`config.mk`:
```
export PLATFORM = sky130hd
export DESIGN_NAME = clb_config_loader
export DESIGN_NICKNAME = d
export VERILOG_FILES = /design/src/rtl/clb_cfg_pkg.sv /design/src/rtl/cfg_frame_shifter.sv /design/src/rtl/clb_config_loader.sv
export SDC_FILE = /design/constraint.sdc
export NUM_CORES = 1
export LEC_CHECK = 0
export CAP_MARGIN = 20
export CORE_MARGIN = 2
export CORE_UTILIZATION = 53
export DETAILED_ROUTE_END_ITERATION = 7
export PLACE_DENSITY = 0.79
export SYNTH_ARGS = -nofsm -noshare
export SYNTH_HDL_FRONTEND = slang
export SYNTH_SLANG_ARGS = --single-unit
```
`constraint.sdc`:
```
create_clock -name clk_i -period 1.8 [get_ports clk_i]
set_input_delay 0.45 -clock clk_i [delete_from_list [all_inputs] [get_ports clk_i]]
set_output_delay 0.45 -clock clk_i [all_outputs]
set_load 0.02 [all_outputs]
```
`src/rtl/clb_cfg_pkg.sv`:
```
// Shared widths, field offsets and loader state encoding for the CLB configuration path.
package clb_cfg_pkg;

  localparam int CFG_W   = 23;
  localparam int FRAME_W = CFG_W + 1;

  // Config word layout: [22:19] out_sel, [18] lut/ff mux, [17:16] ff_en sel, [15:0] lut
  localparam int OUT_SEL_LSB = 19;
  localparam int MUX_BIT     = 18;
  localparam int FFEN_LSB    = 16;
  localparam int LUT_LSB     = 0;

  typedef enum logic [2:0] {
    ST_IDLE  = 3'd0,
    ST_SHIFT = 3'd1,
    ST_WRITE = 3'd2,
    ST_HOLD  = 3'd3,
    ST_DONE  = 3'd4,
    ST_ERROR = 3'd5
  } ldr_state_t;

endpackage

```
`src/rtl/cfg_frame_shifter.sv`:
```
// Serial-to-parallel frame assembler; frame_o/frame_done_o/parity_ok_o are combinational
// views that include the bit being transferred, so the completed frame is usable on its last edge.
module cfg_frame_shifter
  import clb_cfg_pkg::*;
(
  input  logic               clk_i,
  input  logic               rst_i,
  input  logic               clr_i,
  input  logic               shift_i,
  input  logic               bit_i,
  output logic [FRAME_W-1:0] frame_o,
  output logic               frame_done_o,
  output logic               parity_ok_o
);

  localparam int BCNT_W = $clog2(FRAME_W + 1);

  logic [FRAME_W-1:0] shreg_q;
  logic [BCNT_W-1:0]  bit_cnt_q, bit_cnt_d;
  logic               par_q, par_d;

  assign frame_o      = {shreg_q[FRAME_W-2:0], bit_i};
  assign frame_done_o = shift_i && (bit_cnt_q == BCNT_W'(FRAME_W - 1));
  // par_q covers every earlier bit of the frame; folding in bit_i gives the whole-frame XOR
  assign parity_ok_o  = ~(par_q ^ bit_i);

  always_comb begin
    bit_cnt_d = bit_cnt_q;
    par_d     = par_q;
    if (clr_i || frame_done_o) begin
      bit_cnt_d = '0;
      par_d     = 1'b0;
    end else if (shift_i) begin
      bit_cnt_d = bit_cnt_q + 1'b1;
      par_d     = par_q ^ bit_i;
    end
  end

  always_ff @(posedge clk_i) begin
    if (rst_i) begin
      shreg_q   <= '0;
      bit_cnt_q <= '0;
      par_q     <= 1'b0;
    end else begin
      bit_cnt_q <= bit_cnt_d;
      par_q     <= par_d;
      if (clr_i) begin
        shreg_q <= '0;
      end else if (shift_i) begin
        shreg_q <= frame_o;
      end
    end
  end

endmodule

```
`src/rtl/clb_config_loader.sv`:
```
// Loads NUM_CLB parity-checked 24-bit serial frames into CLBs 0..NUM_CLB-1 via a shared bits bus.
// Last bit at edge N -> wr_en_o high for cycle N+1 only; cfg_ready_o drops until SHIFT resumes at N+2.
module clb_config_loader
  import clb_cfg_pkg::*;
#(
  parameter int NUM_CLB = 16
) (
  input  logic               clk_i,
  input  logic               rst_i,
  input  logic               start_i,
  input  logic               cfg_valid_i,
  input  logic               cfg_data_i,
  output logic               cfg_ready_o,
  output logic [CFG_W-1:0]   bits_o,
  output logic [NUM_CLB-1:0] wr_en_o,
  output logic               busy_o,
  output logic               done_o,
  output logic               err_o
);

  localparam int CNT_W = (NUM_CLB > 1) ? $clog2(NUM_CLB) : 1;

  ldr_state_t         state_q;
  logic [CNT_W-1:0]   clb_idx_q;
  logic [CFG_W-1:0]   bits_q;
  logic [NUM_CLB-1:0] wr_en_q, wr_en_d;
  logic               ready_q, busy_q, done_q, err_q;

  logic               start_go_d;
  logic               shift_en_d;
  logic [FRAME_W-1:0] frame;
  logic               frame_done;
  logic               parity_ok;
  logic               unused_parity_bit;

  // ready_q is set exactly while in SHIFT, so it alone qualifies a transfer
  assign shift_en_d = cfg_valid_i && ready_q;
  assign start_go_d = start_i &&
                      ((state_q == ST_IDLE) || (state_q == ST_DONE) || (state_q == ST_ERROR));
  assign unused_parity_bit = frame[FRAME_W-1];

  cfg_frame_shifter u_shifter (
    .clk_i        (clk_i),
    .rst_i        (rst_i),
    .clr_i        (start_go_d),
    .shift_i      (shift_en_d),
    .bit_i        (cfg_data_i),
    .frame_o      (frame),
    .frame_done_o (frame_done),
    .parity_ok_o  (parity_ok)
  );

  // One-hot decode; clb_idx_q never exceeds NUM_CLB-1, so no out-of-range enable exists
  always_comb begin
    wr_en_d = '0;
    for (int k = 0; k < NUM_CLB; k++) begin
      wr_en_d[k] = (clb_idx_q == CNT_W'(k));
    end
  end

  always_ff @(posedge clk_i) begin
    if (rst_i) begin
      state_q   <= ST_IDLE;
      clb_idx_q <= '0;
      bits_q    <= '0;
      wr_en_q   <= '0;
      ready_q   <= 1'b0;
      busy_q    <= 1'b0;
      done_q    <= 1'b0;
      err_q     <= 1'b0;
    end else begin
      case (state_q)
        ST_IDLE, ST_DONE, ST_ERROR: begin
          if (start_i) begin
            state_q   <= ST_SHIFT;
            clb_idx_q <= '0;
            ready_q   <= 1'b1;
            busy_q    <= 1'b1;
            done_q    <= 1'b0;
            err_q     <= 1'b0;
          end
        end
        ST_SHIFT: begin
          if (frame_done) begin
            ready_q <= 1'b0;
            if (parity_ok) begin
              state_q <= ST_WRITE;
              bits_q  <= frame[CFG_W-1:0];
              wr_en_q <= wr_en_d;
            end else begin
              state_q <= ST_ERROR;
              busy_q  <= 1'b0;
              err_q   <= 1'b1;
            end
          end
        end
        ST_WRITE: begin
          wr_en_q <= '0;
          state_q <= ST_HOLD;
        end
        ST_HOLD: begin
          // bits_q is left untouched here so the CLB latch closes on stable data
          if (clb_idx_q == CNT_W'(NUM_CLB - 1)) begin
            state_q <= ST_DONE;
            busy_q  <= 1'b0;
            done_q  <= 1'b1;
          end else begin
            clb_idx_q <= clb_idx_q + 1'b1;
            state_q   <= ST_SHIFT;
            ready_q   <= 1'b1;
          end
        end
        default: begin
          state_q <= ST_IDLE;
          wr_en_q <= '0;
          ready_q <= 1'b0;
          busy_q  <= 1'b0;
        end
      endcase
    end
  end

  assign cfg_ready_o = ready_q;
  assign bits_o      = bits_q;
  assign wr_en_o     = wr_en_q;
  assign busy_o      = busy_q;
  assign done_o      = done_q;
  assign err_o       = err_q;

endmodule
```
==> results.json <==
{
  "cp_slowest_cell": "clkdlybuf4s50_1",
  "antenna_found_initial": 0,
  "synth_ff_type": "dfxtp_1",
  "intPower_mw": 2.45,
  "grt_pass1_wl_mm": 10.3,
  "leakagePower_nw": 1.45,
  "clockRootBuffer": "clkbuf_8",
  "clkSlewWorstSetupHoldPaths_ns": 0.08,
  "synthCells": 347,
  "path_buf_inv": 1,
  "synth-xor-area-share_pct": 1.44,
  "drv_cap": 0,
  "p_comb_share_pct": 6.9,
  "hold_viol_final": 0,
  "drc": 0,
  "fin_crit_sh_pct": 98.2,
  "syn-num-nets": 357,
  "hold_buffers": 0,
  "p_sw_mw": 0.789,
  "synth_edf_count": 0,
  "outcome": "finished, final reports clean",
  "drv_slew": 0,
  "synth_adder_area_share_pct": 2.06,
  "yosysWarnings": 0,
  "worst_slew_pin_slew_ns": 0.515,
  "drtIter0Drc": 106,
  "muxShareOfSynthArea_pct": 1.03,
  "setup_viol": 0,
  "worstPathArrival_ns": 1.32,
  "power_per_cell_area_nw_per_um2": 828,
  "clock_skew_ns": 0.00606,
  "antenna_cells": 0,
  "holdWs_ns": 0.451,
  "crit_type": "reg -> out",
  "max_freq_ghz": 0.566,
  "p_total_mw": 3.24,
  "required_ns": 1.35,
  "synth_compound_area_share_pct": 17.3,
  "crit_path_cell_trace": "clkdlybuf4s50_1",
  "dr_total_vias": 2581,
  "wire_per_inst_um": 13.0,
  "numCtsBuffers": 9,
  "dieArea_um2": 6350,
  "numClockSinks": 78,
  "drtAntennaViolNets": 0,
  "maxSlewHeadroom_pct": 65.6,
  "cts_max_level": 3,
  "yosysMostFrequentCell": "nand2_1",
  "grt_usage_pct": 20.7,
  "ys_top_cells_by_area": "dfxtp_1, nand2_1, a21oi_1",
  "fill_cells": 418,
  "syn_area_um2": 3030,
  "dp_hpwl_mm": 4.34,
  "critPathMaxFanout": 2,
  "die_h_um": 79.7,
  "swShare_pct": 24.4,
  "fp.dieW_um": 79.7,
  "viasPerCell": 5.31,
  "gp_congestion": 0.835,
  "synth_seq_cells": 78,
  "yosys.area.top_type": "dfxtp_1",
  "period_minus_slack_ns": 1.77,
  "final_util_pct": 71.1,
  "peakVddDrop_v": 0.000511,
  "start_util_pct": 55.1,
  "yosysSeqAreaShare_pct": 51.5,
  "synthTopCellsByCount": "nand2_1, dfxtp_1, a21oi_1, o2bb2ai_1, clkbuf_1",
  "clkPwrFrac_pct": 38.9,
  "cpLargestDelayFamily": "buffers and inverters",
  "num_rows": 27,
  "fin_tns_setup_ns": 0,
  "detail_route.wirelength_mm": 6.31,
  "num_io_pins": 48,
  "synth_top_family_by_area": "simple AND/OR/NAND/NOR gates",
  "grt_max_degree": 24,
  "stdcell_area_um2": 3910,
  "cp-end-kind": "output port",
  "yosysTopAreaCellShare_pct": 51.5,
  "area_delta_synth_final_pct": 28.9,
  "clk_latency_ns": 0.34,
  "start_kind": "flop",
  "synthSimpleGateAreaFrac_pct": 21.8,
  "dr.pass1.iters": 4,
  "final_nets": 419,
  "portBuffers": 47,
  "grt_overflow": 0,
  "hold_path_class": "reg -> reg",
  "synth.avg_cell_area_um2": 8.74,
  "fp.coreArea_um2": 5510,
  "first_global_vias": 2333,
  "placed_cell_area_um2": 3670,
  "ys_types": 41,
  "clockBufferDepth": 2,
  "async_reset_ff_share_pct": 0,
  "drive_gt1_share_pct": 14.0,
  "tritoncts": "yes",
  "seqPwrFrac_pct": 54.2,
  "cpPeakStageDelay_ns": 0.61
}
[worst paths after layout]
| path | start | end | slack [ns] | cells after the start |
|---|---|---|---|---|
| worst max-delay path | wr_en_o[5] | wr_en_o[5] | 0.03 | 1 |
| worst min-delay path | bits_o[6] | bits_o[6] | 0.45 | 2 |
| worst max register to register | u_shifter.bit_cnt_q[0] | bits_o[20] | 0.09 | 7 |
| worst min register to register | bits_o[6] | bits_o[6] | 0.45 | 2 |
[cells in the final DEF (no fill, tap or decap), types with 3 or more instances in the layout]
cell / count
nand2b_1: 3
inv_1: 4
o2bb2ai_1: 14
xor2_1: 3
buf_4: 27
nand4_1: 4
a21oi_1: 54
dlymetal6s2s_1: 5
nand3_1: 10
or3_1: 3
ha_1: 5
nor2_1: 7
nand2_1: 103
dfxtp_1: 76
clkbuf_8: 12
clkdlybuf4s50_1: 41
[layer usage]
metal	vias to the layer above	share of wire, %	global-route usage, %
met4	0	0.97	6.55
li1	1309	-	-
met3	8	3.3	5.43
met2	48	48	34.4
met5	-	0	0
met1	1216	48	26.3
[cell families (layout without fill, tap and decap cells)]
group / count (synthesis) / after routing
AOI/OAI and AO/OA: 81 / 81
xor gates and xnor gates: 5 / 5
adders and majority gates: 5 / 5
buffers and inverters: 29 / 96
DFF: 78 / 78
muxes: 3 / 3
and+or+nand+nor: 146 / 146
[state kept, by name, summed over array words and instances, names as in the netlist]
name / flops
u_shifter.par_q: 1
cfg_ready_o: 1
clb_idx_q: 4
err_o: 1
bits_o: 23
u_shifter.shreg_q: 22
u_shifter.bit_cnt_q: 5
busy_o: 1
state_q: 3
wr_en_o: 16
done_o: 1
[repair_timing]
item                       in CTS  in global routing
hold endpoints to repair        0                  0
setup endpoints to repair      11                 33
resized for setup               2                 11
pin swaps                       0                  3
setup buffers                   0                  2
cloned                          0                  0
[per-stage QoR]
| step | setup WS [ns] | instances |
|---|---|---|
| floorplan | 0.147 | 347 |
| global placement | -0.324 | 468 |
| detailed placement | -0.362 | 468 |
| CTS | 0.00142 | 484 |
| global route | -0.0187 | 486 |
| finish | 0.0322 | 486 |
[power by group through the flow]
stage               Clock, mW  Sequential [mW]  Combinational [mW]
finish                   1.26             1.75               0.225
global route             1.34             1.76               0.243
CTS                      1.27             1.75               0.221
detailed placement          0             1.79               0.221
global placement            0             1.79               0.217
floorplan                   0             1.79               0.141
[tightest hold or removal path: stages (launching register included)]
cell and delay (ns):
dfxtp_1 0.31, nand2_1 0.05, a21oi_1 0.05
[layout make-up]
class | count | area (µm²) | share of cell area [%]
Sequential cell | 78 | 1560 | 40.0
Tap cell | 72 | 90.1 | 2.30
Timing Repair Buffer | 75 | 704 | 18.0
Clock buffer | 12 | 165 | 4.22
Inverter | 5 | 18.8 | 0.480
Multi-Input combinational cell | 240 | 1340 | 34.3
Clock inverter | 4 | 28.8 | 0.736
No activity file was read; power rests on OpenSTA's default activity.
